File: src/rtl/clkmon_burst_if.sv
// Control/status and pad-handshake signals of the clock-monitor burst sequencer.
interface clkmon_burst_if #(
  parameter int DIV_W = 8,
  parameter int CNT_W = 8
);
  logic [DIV_W-1:0] cfg_div;
  logic [CNT_W-1:0] cfg_count;
  logic             start;
  logic             stop;
  logic             pad_gnt;
  logic             pad_req;
  logic             mon_out;
  logic             mon_oeb;
  logic             busy;
  logic             done;
  logic             err;
  logic [CNT_W-1:0] pulse_cnt;

  modport master (
    output cfg_div, cfg_count, start, stop, pad_gnt,
    input  pad_req, mon_out, mon_oeb, busy, done, err, pulse_cnt
  );

  modport slave (
    input  cfg_div, cfg_count, start, stop, pad_gnt,
    output pad_req, mon_out, mon_oeb, busy, done, err, pulse_cnt
  );
endinterface

File: src/rtl/clkmon_burst_ctrl.sv
// Clock-monitor pad sequencer: request pad, emit a bounded divided-clock burst,
// then tristate and release. done/err are registered one-cycle pulses.
module clkmon_burst_ctrl #(
  parameter int DIV_W       = 8,
  parameter int CNT_W       = 8,
  parameter int GNT_TIMEOUT = 16
) (
  input logic           clock,
  input logic           resetb,
  clkmon_burst_if.slave bus
);
  localparam int TMO_W = (GNT_TIMEOUT > 1) ? $clog2(GNT_TIMEOUT) : 1;
  localparam logic [TMO_W-1:0] TMO_LAST = TMO_W'(GNT_TIMEOUT - 1);

  typedef enum logic [1:0] {IDLE, REQ, RUN, REL} state_t;

  state_t           state_q, state_d;
  logic [DIV_W-1:0] div_q, div_cnt;
  logic [CNT_W-1:0] count_q, pulse_q;
  logic [TMO_W-1:0] tmo_q;
  logic             mon_q, stop_pend, done_q, err_q;
  logic             done_d, err_d;
  logic             terminal, burst_end;

  assign terminal  = (div_cnt == div_q);
  assign burst_end = (count_q != '0) && (pulse_q == count_q);

  always_ff @(posedge clock or negedge resetb) begin
    if (!resetb) state_q <= IDLE;
    else         state_q <= state_d;
  end

  always_comb begin
    state_d = state_q;
    done_d  = 1'b0;
    err_d   = 1'b0;
    case (state_q)
      IDLE: if (bus.start) state_d = REQ;
      REQ: begin
        // Stop wins over a same-cycle grant so the pad is never driven.
        if (bus.stop) begin
          state_d = IDLE;
          done_d  = 1'b1;
        end else if (bus.pad_gnt) begin
          state_d = RUN;
        end else if (tmo_q == TMO_LAST) begin
          state_d = IDLE;
          err_d   = 1'b1;
        end
      end
      RUN: begin
        if (!bus.pad_gnt) begin
          state_d = IDLE;
          err_d   = 1'b1;
        end else if (!mon_q && bus.stop) begin
          state_d = REL;
        end else if (mon_q && terminal && (bus.stop || stop_pend || burst_end)) begin
          state_d = REL;
        end
      end
      REL: begin
        state_d = IDLE;
        done_d  = 1'b1;
      end
      default: state_d = IDLE;
    endcase
  end

  always_comb begin
    bus.pad_req = (state_q != IDLE);
    bus.busy    = (state_q != IDLE);
    bus.mon_oeb = (state_q != RUN);
  end

  assign bus.mon_out   = mon_q;
  assign bus.done      = done_q;
  assign bus.err       = err_q;
  assign bus.pulse_cnt = pulse_q;

  always_ff @(posedge clock or negedge resetb) begin
    if (!resetb) begin
      div_q     <= '0;
      count_q   <= '0;
      div_cnt   <= '0;
      pulse_q   <= '0;
      tmo_q     <= '0;
      mon_q     <= 1'b0;
      stop_pend <= 1'b0;
      done_q    <= 1'b0;
      err_q     <= 1'b0;
    end else begin
      done_q <= done_d;
      err_q  <= err_d;
      case (state_q)
        IDLE: if (bus.start) begin
          div_q     <= bus.cfg_div;
          count_q   <= bus.cfg_count;
          pulse_q   <= '0;
          tmo_q     <= '0;
          stop_pend <= 1'b0;
        end
        REQ: begin
          tmo_q   <= tmo_q + TMO_W'(1);
          div_cnt <= '0;
          mon_q   <= 1'b0;
        end
        RUN: begin
          if (state_d == RUN) begin
            if (terminal) begin
              div_cnt <= '0;
              mon_q   <= ~mon_q;
              if (!mon_q) pulse_q <= pulse_q + CNT_W'(1);
            end else begin
              div_cnt <= div_cnt + DIV_W'(1);
            end
            // A stop seen mid-high-phase must survive until the falling toggle.
            if (bus.stop && mon_q) stop_pend <= 1'b1;
          end else begin
            mon_q <= 1'b0;
          end
        end
        default: mon_q <= 1'b0;
      endcase
    end
  end
endmodule

File: src/flat_wrapper.sv
// flat-port wrapper written by rule: the top's interface ports become plain ports
module clkmon_burst_ctrl_flat 
#(
  parameter int DIV_W       = 8,
  parameter int CNT_W       = 8,
  parameter int GNT_TIMEOUT = 16
)
  (clock, resetb, bus_cfg_div, bus_cfg_count, bus_start, bus_stop, bus_pad_gnt, bus_pad_req, bus_mon_out, bus_mon_oeb, bus_busy, bus_done, bus_err, bus_pulse_cnt);
  clkmon_burst_if #(.DIV_W(DIV_W), .CNT_W(CNT_W)) bus_i ();
  input logic clock;
  input logic resetb;
  input wire logic [$bits(bus_i.cfg_div)-1:0] bus_cfg_div;
  input wire logic [$bits(bus_i.cfg_count)-1:0] bus_cfg_count;
  input wire logic [$bits(bus_i.start)-1:0] bus_start;
  input wire logic [$bits(bus_i.stop)-1:0] bus_stop;
  input wire logic [$bits(bus_i.pad_gnt)-1:0] bus_pad_gnt;
  output wire logic [$bits(bus_i.pad_req)-1:0] bus_pad_req;
  output wire logic [$bits(bus_i.mon_out)-1:0] bus_mon_out;
  output wire logic [$bits(bus_i.mon_oeb)-1:0] bus_mon_oeb;
  output wire logic [$bits(bus_i.busy)-1:0] bus_busy;
  output wire logic [$bits(bus_i.done)-1:0] bus_done;
  output wire logic [$bits(bus_i.err)-1:0] bus_err;
  output wire logic [$bits(bus_i.pulse_cnt)-1:0] bus_pulse_cnt;
  assign bus_i.cfg_div = bus_cfg_div;
  assign bus_i.cfg_count = bus_cfg_count;
  assign bus_i.start = bus_start;
  assign bus_i.stop = bus_stop;
  assign bus_i.pad_gnt = bus_pad_gnt;
  assign bus_pad_req = bus_i.pad_req;
  assign bus_mon_out = bus_i.mon_out;
  assign bus_mon_oeb = bus_i.mon_oeb;
  assign bus_busy = bus_i.busy;
  assign bus_done = bus_i.done;
  assign bus_err = bus_i.err;
  assign bus_pulse_cnt = bus_i.pulse_cnt;
  clkmon_burst_ctrl #(.DIV_W(DIV_W), .CNT_W(CNT_W), .GNT_TIMEOUT(GNT_TIMEOUT)) u_core (.clock(clock), .resetb(resetb), .bus(bus_i));
endmodule
File: config.mk
export PLATFORM = sky130hd
export DESIGN_NAME = clkmon_burst_ctrl_flat
export DESIGN_NICKNAME = d
export VERILOG_FILES = /design/src/rtl/clkmon_burst_if.sv /design/src/rtl/clkmon_burst_ctrl.sv /design/src/flat_wrapper.sv
export SDC_FILE = /design/constraint.sdc
export NUM_CORES = 1
export LEC_CHECK = 0
export ABC_AREA = 1
export ABC_CLOCK_PERIOD_IN_PS = 5300
export BUFFER_PORTS_ARGS = -buffer_cell sky130_fd_sc_hd__buf_2
export CORE_UTILIZATION = 40
export CTS_CLUSTER_SIZE = 16
export DETAILED_ROUTE_END_ITERATION = 6
export SLEW_MARGIN = 20
export SYNTH_ARGS = -nofsm -noshare
export SYNTH_HDL_FRONTEND = slang
export SYNTH_SLANG_ARGS = --single-unit
File: constraint.sdc
create_clock -name clock -period 5.3 [get_ports clock]
set_input_delay 1.06 -clock clock [delete_from_list [all_inputs] [get_ports clock]]
set_output_delay 1.06 -clock clock [all_outputs]
set_load 0.02 [all_outputs]
# After elaboration in Yosys (flattened, before gate mapping)
# Index checks and enable logic that the tools add are counted.
# totals
mem_count,0
mem_bits_ro,0
output_inout_bits,14
mem_bits_rw,0
reg_bits,42
latch_bits,0
# op_classes
order_cmp,0
muxes,32
n_reduce_logical,20
n_shift,0
n_div,0
n_addsub,3
multipliers,0
n_eq_ne,14
n_bitwise,2
# op_table
operator,count
8-bit two-way mux,6
8-bit case mux with 2 select lines,2
"8-bit by 1-bit adder with 8-bit output, second input constant",2
8-bit equality test,2
2-bit two-way mux,7
1-bit two-way mux,10
1-bit case mux with 2 select lines,4
2-bit case mux with 4 select lines,1
4-bit case mux with 2 select lines,1
2-bit AND reduction,4
2-bit nonzero test,4
8-bit nonzero test,1
"2-bit equality test, second input constant",3
"2-bit by 1-bit != test with 1-bit output, second input constant",3
"2-bit != test, second input constant",3
1-bit logical AND,5
5-bit AND reduction,1
"4-bit by 1-bit adder with 4-bit output, second input constant",1
"4-bit equality test, second input constant",1
4-bit two-way mux,1
4-bit AND reduction,1
"3-bit by 2-bit != test with 1-bit output, second input constant",1
"2-bit by 1-bit equality test with 1-bit output, second input constant",1
2-bit zero test,1
other kinds (3),5

# Logic depth before layout (Yosys ltp)
# Gate-level depths: netlist of the first run.
# depth
ltp_word,11
mapped_depth,18
mapped_depth_nobuf,18

# Worst setup path before layout of the first run
# No wires, ideal clock.
# synth_timing
path_kind,reg-to-output
from,register u_core.state_q[0]
to,output port bus_mon_oeb
arrival_ns,1.316
n_path_buf,1
path_slack_ns,2.924
required_time_ns,4.240
stages_incl_launch_ff,5
cell_sequence,dfrtp_1 -> inv_1 -> ha_1 -> inv_2 -> buf_1
# synth_between
elab_chain_len,1
# synth_rtl
item,line,source
from (decl),clkmon_burst_ctrl.sv:17,"state_t state_q, state_d;"
from (signal assigned),clkmon_burst_ctrl.sv:30,else state_q <= state_d;
2-bit != test,clkmon_burst_ctrl.sv:72,bus.mon_oeb = (state_q != RUN);
to (decl),flat_wrapper.sv:19,output wire logic [$bits(bus_i.mon_oeb)-1:0] bus_mon_oeb;
# No other way between the ends.

# Worst setup path in the final report of the first run
# Ends and elaborated chain as after synthesis.

==> results of run 1 <==
synth_stat cells, types with 2 or more instances:
cell type	number	area, sq um
inv_2	11	41.29
xor2_1	5	43.79
ha_1	7	87.58
xnor2_1	9	78.83
nor3b_1	3	22.52
nand3_1	11	55.05
nor4_1	4	25.02
nand3_2	10	100.1
nand2_4	2	22.52
dfrtp_1	42	1051
clkbuf_1	3	11.26
nand2_1	127	476.7
nor2_1	30	112.6
nor3_1	7	35.03
nand4_1	3	18.77
o21ai_1	9	45.04
a21oi_1	9	45.04
inv_1	24	90.09
nand2_2	4	25.02
o21ai_0	3	15.01
report_power, final:
part | leakage, nW | total, mW | internal (mW) | switching [mW]
Clock | 0.0514 | 0.255 | 0.141 | 0.114
Sequential | 0.555 | 0.477 | 0.404 | 0.0729
Combinational | 0.835 | 0.506 | 0.166 | 0.340
Total | 1.44 | 1.24 | 0.711 | 0.527
registers in the layout, summed over array words and instances, names as in the netlist, 2 cells and up:
register / count
u_core.div_q: 8
u_core.div_cnt: 8
u_core.count_q: 8
u_core.bus.pulse_cnt: 8
u_core.state_q: 2
u_core.tmo_q: 4
per-layer routing:
layer,up-vias,wire length (um),global-route usage (%)
li1,1120,-,-
met1,977,2616,24.56
met2,33,2550,31.60
met3,4,195,3.708
met4,0,56,3.929
met5,-,0,0
through the flow:
stage | power, mW | instances | util (%) | setup slack (ns)
final | 1.238 | 443 | 47.44 | 2.511
after global routing | 1.351 | 443 | 47.44 | 2.424
after CTS | 1.251 | 443 | 47.44 | 2.526
after detailed placement | 0.9960 | 435 | 45.59 | 2.378
after global placement | 0.9882 | 435 | 45.59 | 2.475
after floorplan | 0.8761 | 333 | - | 2.924
worst min-delay path, delay by kind of cell, from the launching register on:
family           cells  cell delay [ns]
DFF                  1             0.36
and+or+nand+nor      2             0.11
worst min path at each step:
stage               startpoint         endpoint  cells after the start  slack (ns)
2_1_floorplan  u_core.div_q[0]  u_core.div_q[0]                      2        0.47
3_3_place_gp   u_core.div_q[0]  u_core.div_q[0]                      2        0.49
3_5_place_dp   u_core.div_q[1]  u_core.div_q[1]                      2        0.49
4_1_cts        u_core.div_q[4]  u_core.div_q[4]                      2        0.51
5_1_grt        u_core.div_q[1]  u_core.div_q[1]                      2        0.55
6_report       u_core.div_q[4]  u_core.div_q[4]                      2        0.51
cell type report:
| type | count | area, sq um |
|---|---|---|
| clock buffers | 6 | 72.57 |
| clock inverters | 2 | 37.54 |
| fillers | 603 | 3131 |
| inverters | 35 | 131.4 |
| multi-input cells | 249 | 1269 |
| flip-flops and latches | 42 | 1051 |
| well taps | 75 | 93.84 |
| repair buffers | 34 | 170.2 |
logic make-up after synthesis:
kind of cell | share of synthesized area (%)
AND/OR/NAND/NOR | 36.86
buffers and inverters | 7.161
flip-flops | 42.06
AO/OA/AOI/OAI | 5.508
XOR/XNOR | 4.907
adder cells (fa/ha/maj) | 3.505
==> impl_metrics.tcl, run 1 <==
set metrics [dict create \
    cp_top_family "buffers and inverters" \
    path_depth 4 \
    ff2ff_setup_slack_ns 2.73 \
    first_iter_violations 66 \
    drive_above_1_share_pct 19.02 \
    fin_skew_ns 0.01083 \
    synth_edf_count 0 \
    grt_pass1_wl_um 9377 \
    dieArea_sq_um 6567 \
    clkSinkCount 42 \
    syn_to_final_growth_pct 13.07 \
    wl_per_cell_um 12.23 \
    grt_remaining_overflow 0 \
    grt_max_degree 43 \
    track_usage_pct 18.66 \
    cp-endpoint "bus_mon_oeb" \
    hold_violations 0 \
    synthFlopType "dfrtp_1" \
    fmax_ghz 0.3586 \
    dpl-instance-area_sq_um 2715 \
    initial_utilization_pct 41.95 \
    async_flop_share_pct 100.0 \
    core_sq_um 5956 \
    ctsHoldBuffers 0 \
    cts_buffers 5 \
    grt_pass1_vias 1971 \
    ff2ff_path_depth 10 \
    max-slew-margin-rel_pct 38.74 \
    tritoncts "built" \
    rows 28 \
    place.port_buffers 34 \
    holdWs_ns 0.5076 \
    max_cap_viol_count 0 \
    nets 395 \
    synth_warnings 0 \
    p_leak_nw 1.442 \
    critPathMaxFanout 18 \
    yosysSeqAreaShare_pct 42.06 \
    antenna_found_initial 0 \
    final-setup-viol-count 0 \
    syn_area_per_cell_sq_um 7.503 \
    slowest_stage "dfrtp_1" \
    path_class "reg2out" \
    gp_congestion 0.7663 \
    crit_start "u_core.state_q[0]" \
    drc_errors 0 \
    worst_slew_pin_slew_ns 0.9189 \
    finish.instance_area_sq_um 2825 \
    ir_drop_mv 0.2234 \
    antenna_left 0 \
    antenna_cells 0 \
    ys_types 30 \
    critPathCaptureType "primary output" \
    r2r-start "u_core.state_q[1]" \
    clock_path_buffers 2 \
    path_clk_slew_ns 0.09 \
    fin_crit_sh_pct 52.62 \
    synth_cells 333 \
    worst-path-buf-inv 3 \
    final_common_cell "nand2_1" \
    rsz0062_at_grt "false" \
    wl_um 5418 \
    slowest_delay_ns 0.45 \
    root_buffer "clkbuf_8" \
    status "finished clean" \
    clkLatencyLatePin_ns 0.29 \
    fp.dieW_um 81.04 \
    mostFrequentLayoutCells "127 x nand2_1, 42 x dfrtp_1, 34 x buf_2" \
    ios 35 \
    post_cts_resized 0 \
    netlist_area_sq_um 2499 \
    required_ns 4.24 \
    period_minus_slack_ns 2.789 \
    dr_total_vias 2134 \
    ctsHtreeMaxLevel 2 \
    slew_viol_final 0 \
    worstPathArrival_ns 1.73 \
    ys_seq_elements 42 \
    vias_per_cell 4.817 \
    powerDensity_nw_per_um2 438.1 \
    rr_endpoint "u_core.bus.pulse_cnt[0]" \
    worst_setup_path_start_kind "flop" \
    cts_setup_buffers 0 \
    crit_chain "inv_1, ha_1, inv_2, buf_2" \
    hold_path.class "reg2reg" \
    drt-pass1-iter-count 4 \
    setup_tns_ns 0 \
    synth_nets 361 \
    dp_hpwl_um 4059 \
    die_h_um 81.04 \
]
(Power assumes the default switching activity.)
==> inputs of run 2 (changes only) <==
- ABC_AREA: 1 -> 0
- ABC_CLOCK_PERIOD_IN_PS: 5300 -> 2300
- clock period: 5.3 -> 2.3 ns (I/O delays scaled with it)
==> run 2 against run 1 <==
  * Global-route usage shrank 0.20 points
  * Combinational power is 82% higher
  * Die area shrank 6.0%
  * Flip-flop and latch count unchanged
  * Register-to-register slack lost 2.6 ns
  * Area after synthesis is 6.1% lower
  * Sequential power grew 120%
  * Via count down 12%
  * Synthesized cell count shrank 34%
  * Critical path type is now reg2reg
==> impl_metrics.tcl, run 2 <==
set metrics [dict create \
    p_sw_share_pct 33.55 \
    place.port_buffers 34 \
    tritoncts "built" \
    path_class "reg2reg" \
    clkLatencyLatePin_ns 0.30 \
    antenna_cells 0 \
    ff2ff_path_depth 8 \
    wl_per_cell_um 15.20 \
    rows 27 \
    clkPwrFrac_pct 26.9 \
    die_h_um 78.59 \
    syn_to_final_growth_pct 22.83 \
    antenna_found_initial 0 \
    fmax_ghz 0.4564 \
    root_buffer "clkbuf_8" \
    synth_nets 249 \
    drt-pass1-iter-count 4 \
    fin_skew_ns 0.01127 \
    p_leak_nw 1.321 \
    grt_remaining_overflow 0 \
    worstPathArrival_ns 2.37 \
    multiInputGateArea_sq_um 1251 \
    dp_hpwl_um 3841 \
    p_sw_mw 0.9107 \
    slowest_stage "dfrtp_1" \
    worst_setup_path_start_kind "flop" \
    cts_buffers 5 \
    period_minus_slack_ns 2.191 \
    critPathMaxFanout 8 \
    powerDensity_nw_per_um2 942.0 \
    synthTopCellsByArea "dfrtp_1 45%, mux2_2 7.7%, mux2i_1 4.7%" \
    seqPwrFrac_pct 39.1 \
    fillers 520 \
    dr_total_vias 1871 \
    yosys.area.top_type "dfrtp_1" \
    wl_um 5245 \
    mostFrequentLayoutCells "41 x dfrtp_1, 34 x buf_2, 20 x nand2_1" \
    p_int_mw 1.804 \
    worst_slew_pin_slew_ns 0.5704 \
    combPwrFrac_pct 34.0 \
    hold_path.class "in2async" \
    path_clk_slew_ns 0.09 \
    gp_congestion 0.9187 \
    drive_above_1_share_pct 33.33 \
    vias_per_cell 5.423 \
    clkSinkCount 42 \
    path_depth 8 \
    required_ns 2.48 \
    slew_viol_final 0 \
    grt_pass1_vias 1869 \
    synth_edf_count 0 \
    ys_seq_elements 42 \
    core_sq_um 5574 \
    final-setup-viol-count 0 \
    grt_max_degree 43 \
    grt_pass1_wl_um 8776 \
    cts_setup_buffers 0 \
    synth_commonest_cells "42 x dfrtp_1, 20 x nand2_1, 16 x mux2_2" \
    synthFlopType "dfrtp_1" \
    dp_cells 337 \
    cp_top_family "compound AO/OA/AOI/OAI gates" \
    critPathCaptureType "flop" \
    netlist_area_sq_um 2346 \
    setup_tns_ns 0 \
    syn_area_per_cell_sq_um 10.62 \
    ctsHtreeMaxLevel 2 \
    first_iter_violations 123 \
    track_usage_pct 18.46 \
    async_flop_share_pct 100.0 \
    ir_drop_mv 0.6163 \
    power.total_mw 2.714 \
    register_area_sq_um 1052 \
    synth_cells 221 \
    synth_warnings 0 \
    hold_violations 0 \
    antenna_left 0 \
    ios 35 \
    status "finished clean" \
    post-synth-top-count-cell "dfrtp_1" \
    drc_errors 0 \
    worst-path-buf-inv 1 \
    ys_types 44 \
    crit_chain "inv_1, ha_1, nand2b_1, o31ai_1, a222oi_1, a221o_2, a41o_2, mux2i_1" \
    final_cells 345 \
    max-slew-margin-rel_pct 61.81 \
    clock_path_buffers 2 \
    synth_top_area_share_pct 44.80 \
    yosysSeqAreaShare_pct 44.80 \
    max_cap_viol_count 0 \
    initial_utilization_pct 42.09 \
    fp.dieW_um 78.59 \
    slowest_delay_ns 0.38 \
    dieArea_sq_um 6176 \
    rsz0062_at_grt "true" \
    fin_crit_sh_pct 95.27 \
    final_common_cell "dfrtp_1" \
    nets 300 \
]
==> run 2: cell count changes in the layout (fill, tap and decap cells not counted), sizes merged, moves of 5 or more <==
| cell | before | now |
|---|---|---|
| o21a | 1 | 6 |
| a41oi | 0 | 6 |
| nor2 | 30 | 2 |
| mux2 | 0 | 16 |
| nand3 | 21 | 9 |
| and3 | 0 | 9 |
| nand2 | 134 | 20 |
| buf | 34 | 51 |
| mux2i | 0 | 11 |
| o21ai | 12 | 6 |
| inv | 35 | 12 |
==> run 2: layout make-up <==
type / count / area share [%]
timing repair buffer: 51 / 10.33
clock inverter: 2 / 2.084
tap: 72 / 3.126
clock buffer: 6 / 2.866
multi-input combinational: 160 / 43.42
inverter: 12 / 1.650
sequential: 42 / 36.52
==> run 2: repair_timing <==
| item | in CTS | in global routing |
|---|---|---|
| hold buffers | 0 | 0 |
| endpoints found under the hold margin | 0 | 0 |
| pin swaps | 0 | 3 |
| resized for setup | 1 | 12 |
| setup endpoints to repair | 2 | 16 |
==> run 2: final timing paths <==
kind                                   start                end  slack, ns
max                        u_core.state_q[1]  u_core.div_cnt[1]       0.11
min                                   resetb    u_core.tmo_q[3]       0.21
max reg2reg                u_core.state_q[1]  u_core.div_cnt[1]       0.11
min reg2reg                  u_core.div_q[1]    u_core.div_q[1]       0.53
max in group asynchronous             resetb  u_core.state_q[0]       1.70
min in group clock            bus_cfg_div[7]    u_core.div_q[7]       0.39
==> run 2: metrics by stage <==
step           hold slack, ns  setup WS (ns)  utilization [%]  area, sq um
3_3_place_gp           0.5070        0.04905            48.17         2685
6_report               0.2129         0.1088            51.69         2882
5_1_grt                0.2644       -0.04132            51.69         2882
3_5_place_dp           0.5158        0.02076            48.17         2685
2_1_floorplan          0.1644        0.02709                -         2346
4_1_cts                0.2340        0.06096            50.77         2830
==> run 2: cells by family (layout without fill, tap and decap cells) <==
group           count (synthesis)  in the layout  share of synthesized area, %
buf+inv                        19             71                         4.107
compound gates                 43             43                         13.44
mux                            27             27                         12.37
flops                          42             42                         44.80
xor+xnor                       17             17                         6.347
fa+ha+maj                       7              7                         3.733
simple gates                   66             66                         15.20
==> run 2: power groups by stage <==
stage / clock network, mW / logic [mW] / registers (mW)
final: 0.730 / 0.923 / 1.06
after global placement: 0 / 0.866 / 1.08
after CTS: 0.747 / 0.893 / 1.06
after global routing: 0.776 / 1.02 / 1.09
after detailed placement: 0 / 0.888 / 1.08
after floorplan: 0 / 0.702 / 1.04
==> run 2: per-layer routing <==
layer	track usage (%)	part of all wire, %	wire length (um)
met2	28.70	46	2412
met5	0	0	0
met4	6.296	1.1	60
met1	25.55	48	2524
met3	3.605	4.7	247
==> inputs of run 3 (changes only) <==
- REMOVE_ABC_BUFFERS: unset -> 1
==> run 3 against run 2 <==
  * Die area stayed put
  * Critical endpoint is now u_core.bus.pulse_cnt[6]
  * Clock skew down 0.0051 ns
  * Power fell by 4.2%
  * First-iteration DRC count down 41%
  * Non-clock buffer count increased by 1
  * Routed wire length is essentially flat
  * Highest routed layer unchanged
  * Flip-flop and latch count unchanged
==> impl_metrics.tcl, run 3 (synthesis gave the netlist of run 2 again) <==
set metrics [dict create \
    slew_viol_final 0 \
    drt-pass1-iter-count 4 \
    hold_path.class "in2async" \
    power.total_mw 2.600 \
    dpl_worst_slack_ns 0.1337 \
    fillers 544 \
    powerDensity_nw_per_um2 911.5 \
    p_sw_share_pct 34.83 \
    root_buffer "clkbuf_8" \
    grt_pass1_wl_um 9156 \
    wl_um 5241 \
    setup_tns_ns 0 \
    p_int_mw 1.695 \
    combPwrFrac_pct 35.8 \
    clkPwrFrac_pct 23.3 \
    final_cells 345 \
    ctsHtreeMaxLevel 2 \
    dp_hpwl_um 3824 \
    crit_start "u_core.state_q[0]" \
    holdWs_ns 0.2254 \
    grt_pass1_vias 1904 \
    dp_cells 337 \
    critPathMaxFanout 6 \
    antenna_cells 0 \
    gp_congestion 0.8699 \
    die_h_um 78.59 \
    max_cap_viol_count 0 \
    path_class "reg2reg" \
    seqPwrFrac_pct 40.9 \
    ios 35 \
    clkSinkCount 42 \
    nets 301 \
    wl_met3_um 282 \
    final_common_cell "dfrtp_1" \
    p_leak_nw 1.317 \
    drive_above_1_share_pct 31.87 \
    track_usage_pct 19.15 \
    clock_path_buffers 2 \
    antenna_found_initial 0 \
    initial_utilization_pct 42.09 \
    register_area_sq_um 1052 \
    multiInputGateArea_sq_um 1245 \
    drt-met1-wl_um 2489 \
    rows 27 \
    dr_wl_met2_um 2385 \
    ir_drop_mv 0.6113 \
    wl_per_cell_um 15.19 \
    worstPathArrival_ns 2.38 \
    period_minus_slack_ns 2.155 \
    syn_to_final_growth_pct 21.60 \
    required_ns 2.52 \
    r2r-start "u_core.state_q[0]" \
    cts_buffers 5 \
    dieArea_sq_um 6176 \
    clkLatencyLatePin_ns 0.30 \
    fp.dieW_um 78.59 \
    critPathCaptureType "flop" \
    dr_total_vias 1888 \
    place.port_buffers 34 \
    tritoncts "built" \
    fin_crit_sh_pct 93.69 \
    vias_per_cell 5.472 \
    status "finished clean" \
    grt_max_degree 43 \
    worst_setup_path_start_kind "flop" \
    grt_remaining_overflow 0 \
    worst_slack_ns 0.1452 \
    mostFrequentLayoutCells "41 x dfrtp_1, 34 x buf_2, 20 x nand2_1" \
    max-slew-margin-rel_pct 63.79 \
    fin_skew_ns 0.006190 \
    hold_violations 0 \
    p_sw_mw 0.9057 \
    first_iter_violations 73 \
    final-setup-viol-count 0 \
    fmax_ghz 0.4641 \
    highest_layer "met4" \
    antenna_left 0 \
    path_clk_slew_ns 0.08 \
    worst_slew_pin_slew_ns 0.5431 \
    core_sq_um 5574 \
    drc_errors 0 \
]
==> run 3: cell types whose count changed in the layout (fill, tap and decap cells not counted), sizes merged <==
cell | before | now
buf | 51 | 52
bufinv | 2 | 1
==> run 3: timing repair <==
action                     in CTS  in global routing
gates resized for setup         0                 10
setup buffers                   0                  1
setup endpoints to repair       0                 16
hold buffers                    0                  0
==> run 3: path summary, 6_finish.rpt <==
| kind | endpoint | slack [ns] | cells past startpoint |
|---|---|---|---|
| max | u_core.bus.pulse_cnt[6] | 0.15 | 9 |
| max reg2reg | u_core.bus.pulse_cnt[6] | 0.15 | 9 |
| min in group clock | u_core.count_q[0] | 0.39 | 2 |
| max in group asynchronous | u_core.state_q[0] | 1.68 | 2 |
| min | u_core.bus.done | 0.23 | 2 |
| min reg2reg | u_core.tmo_q[1] | 0.53 | 1 |
==> run 3: power by group through the flow <==
stage | sequential (mW) | combinational [mW] | clock (mW)
floorplan | 1.04 | 0.629 | 0
global placement | 1.07 | 0.874 | 0
detailed placement | 1.08 | 0.892 | 0
CTS | 1.06 | 0.896 | 0.623
global route | 1.09 | 1.03 | 0.658
finish | 1.06 | 0.932 | 0.605
==> run 3: layer usage <==
layer,global-route usage [%],vias up
met3,4.070,6
met2,30.26,63
met1,25.64,907
met5,0,-
li1,-,912
met4,7.037,0
==> run 3: critical path, stage by stage (launching register included) <==
cell,delay (ns)
dfrtp_2,0.45
inv_1,0.09
ha_1,0.25
inv_1,0.13
nor3_1,0.21
o2111a_1,0.24
o211ai_1,0.09
buf_4,0.18
nor4_2,0.23
mux2i_1,0.21
==> run 3: per-stage QoR <==
stage	instance area (sq um)	util (%)
floorplan	2297	-
global placement	2685	48.17
detailed placement	2685	48.17
CTS	2798	50.19
global route	2853	51.18
finish	2853	51.18
==> run 3: area by class of cell <==
cell class                 instances  area share [%]
tap                               72           3.158
inverter                          12           1.667
clock inverter                     1           1.053
clock buffer                       6           2.895
multi-input combinational        160           43.64
sequential                        42           36.89
timing repair buffer              52           10.70
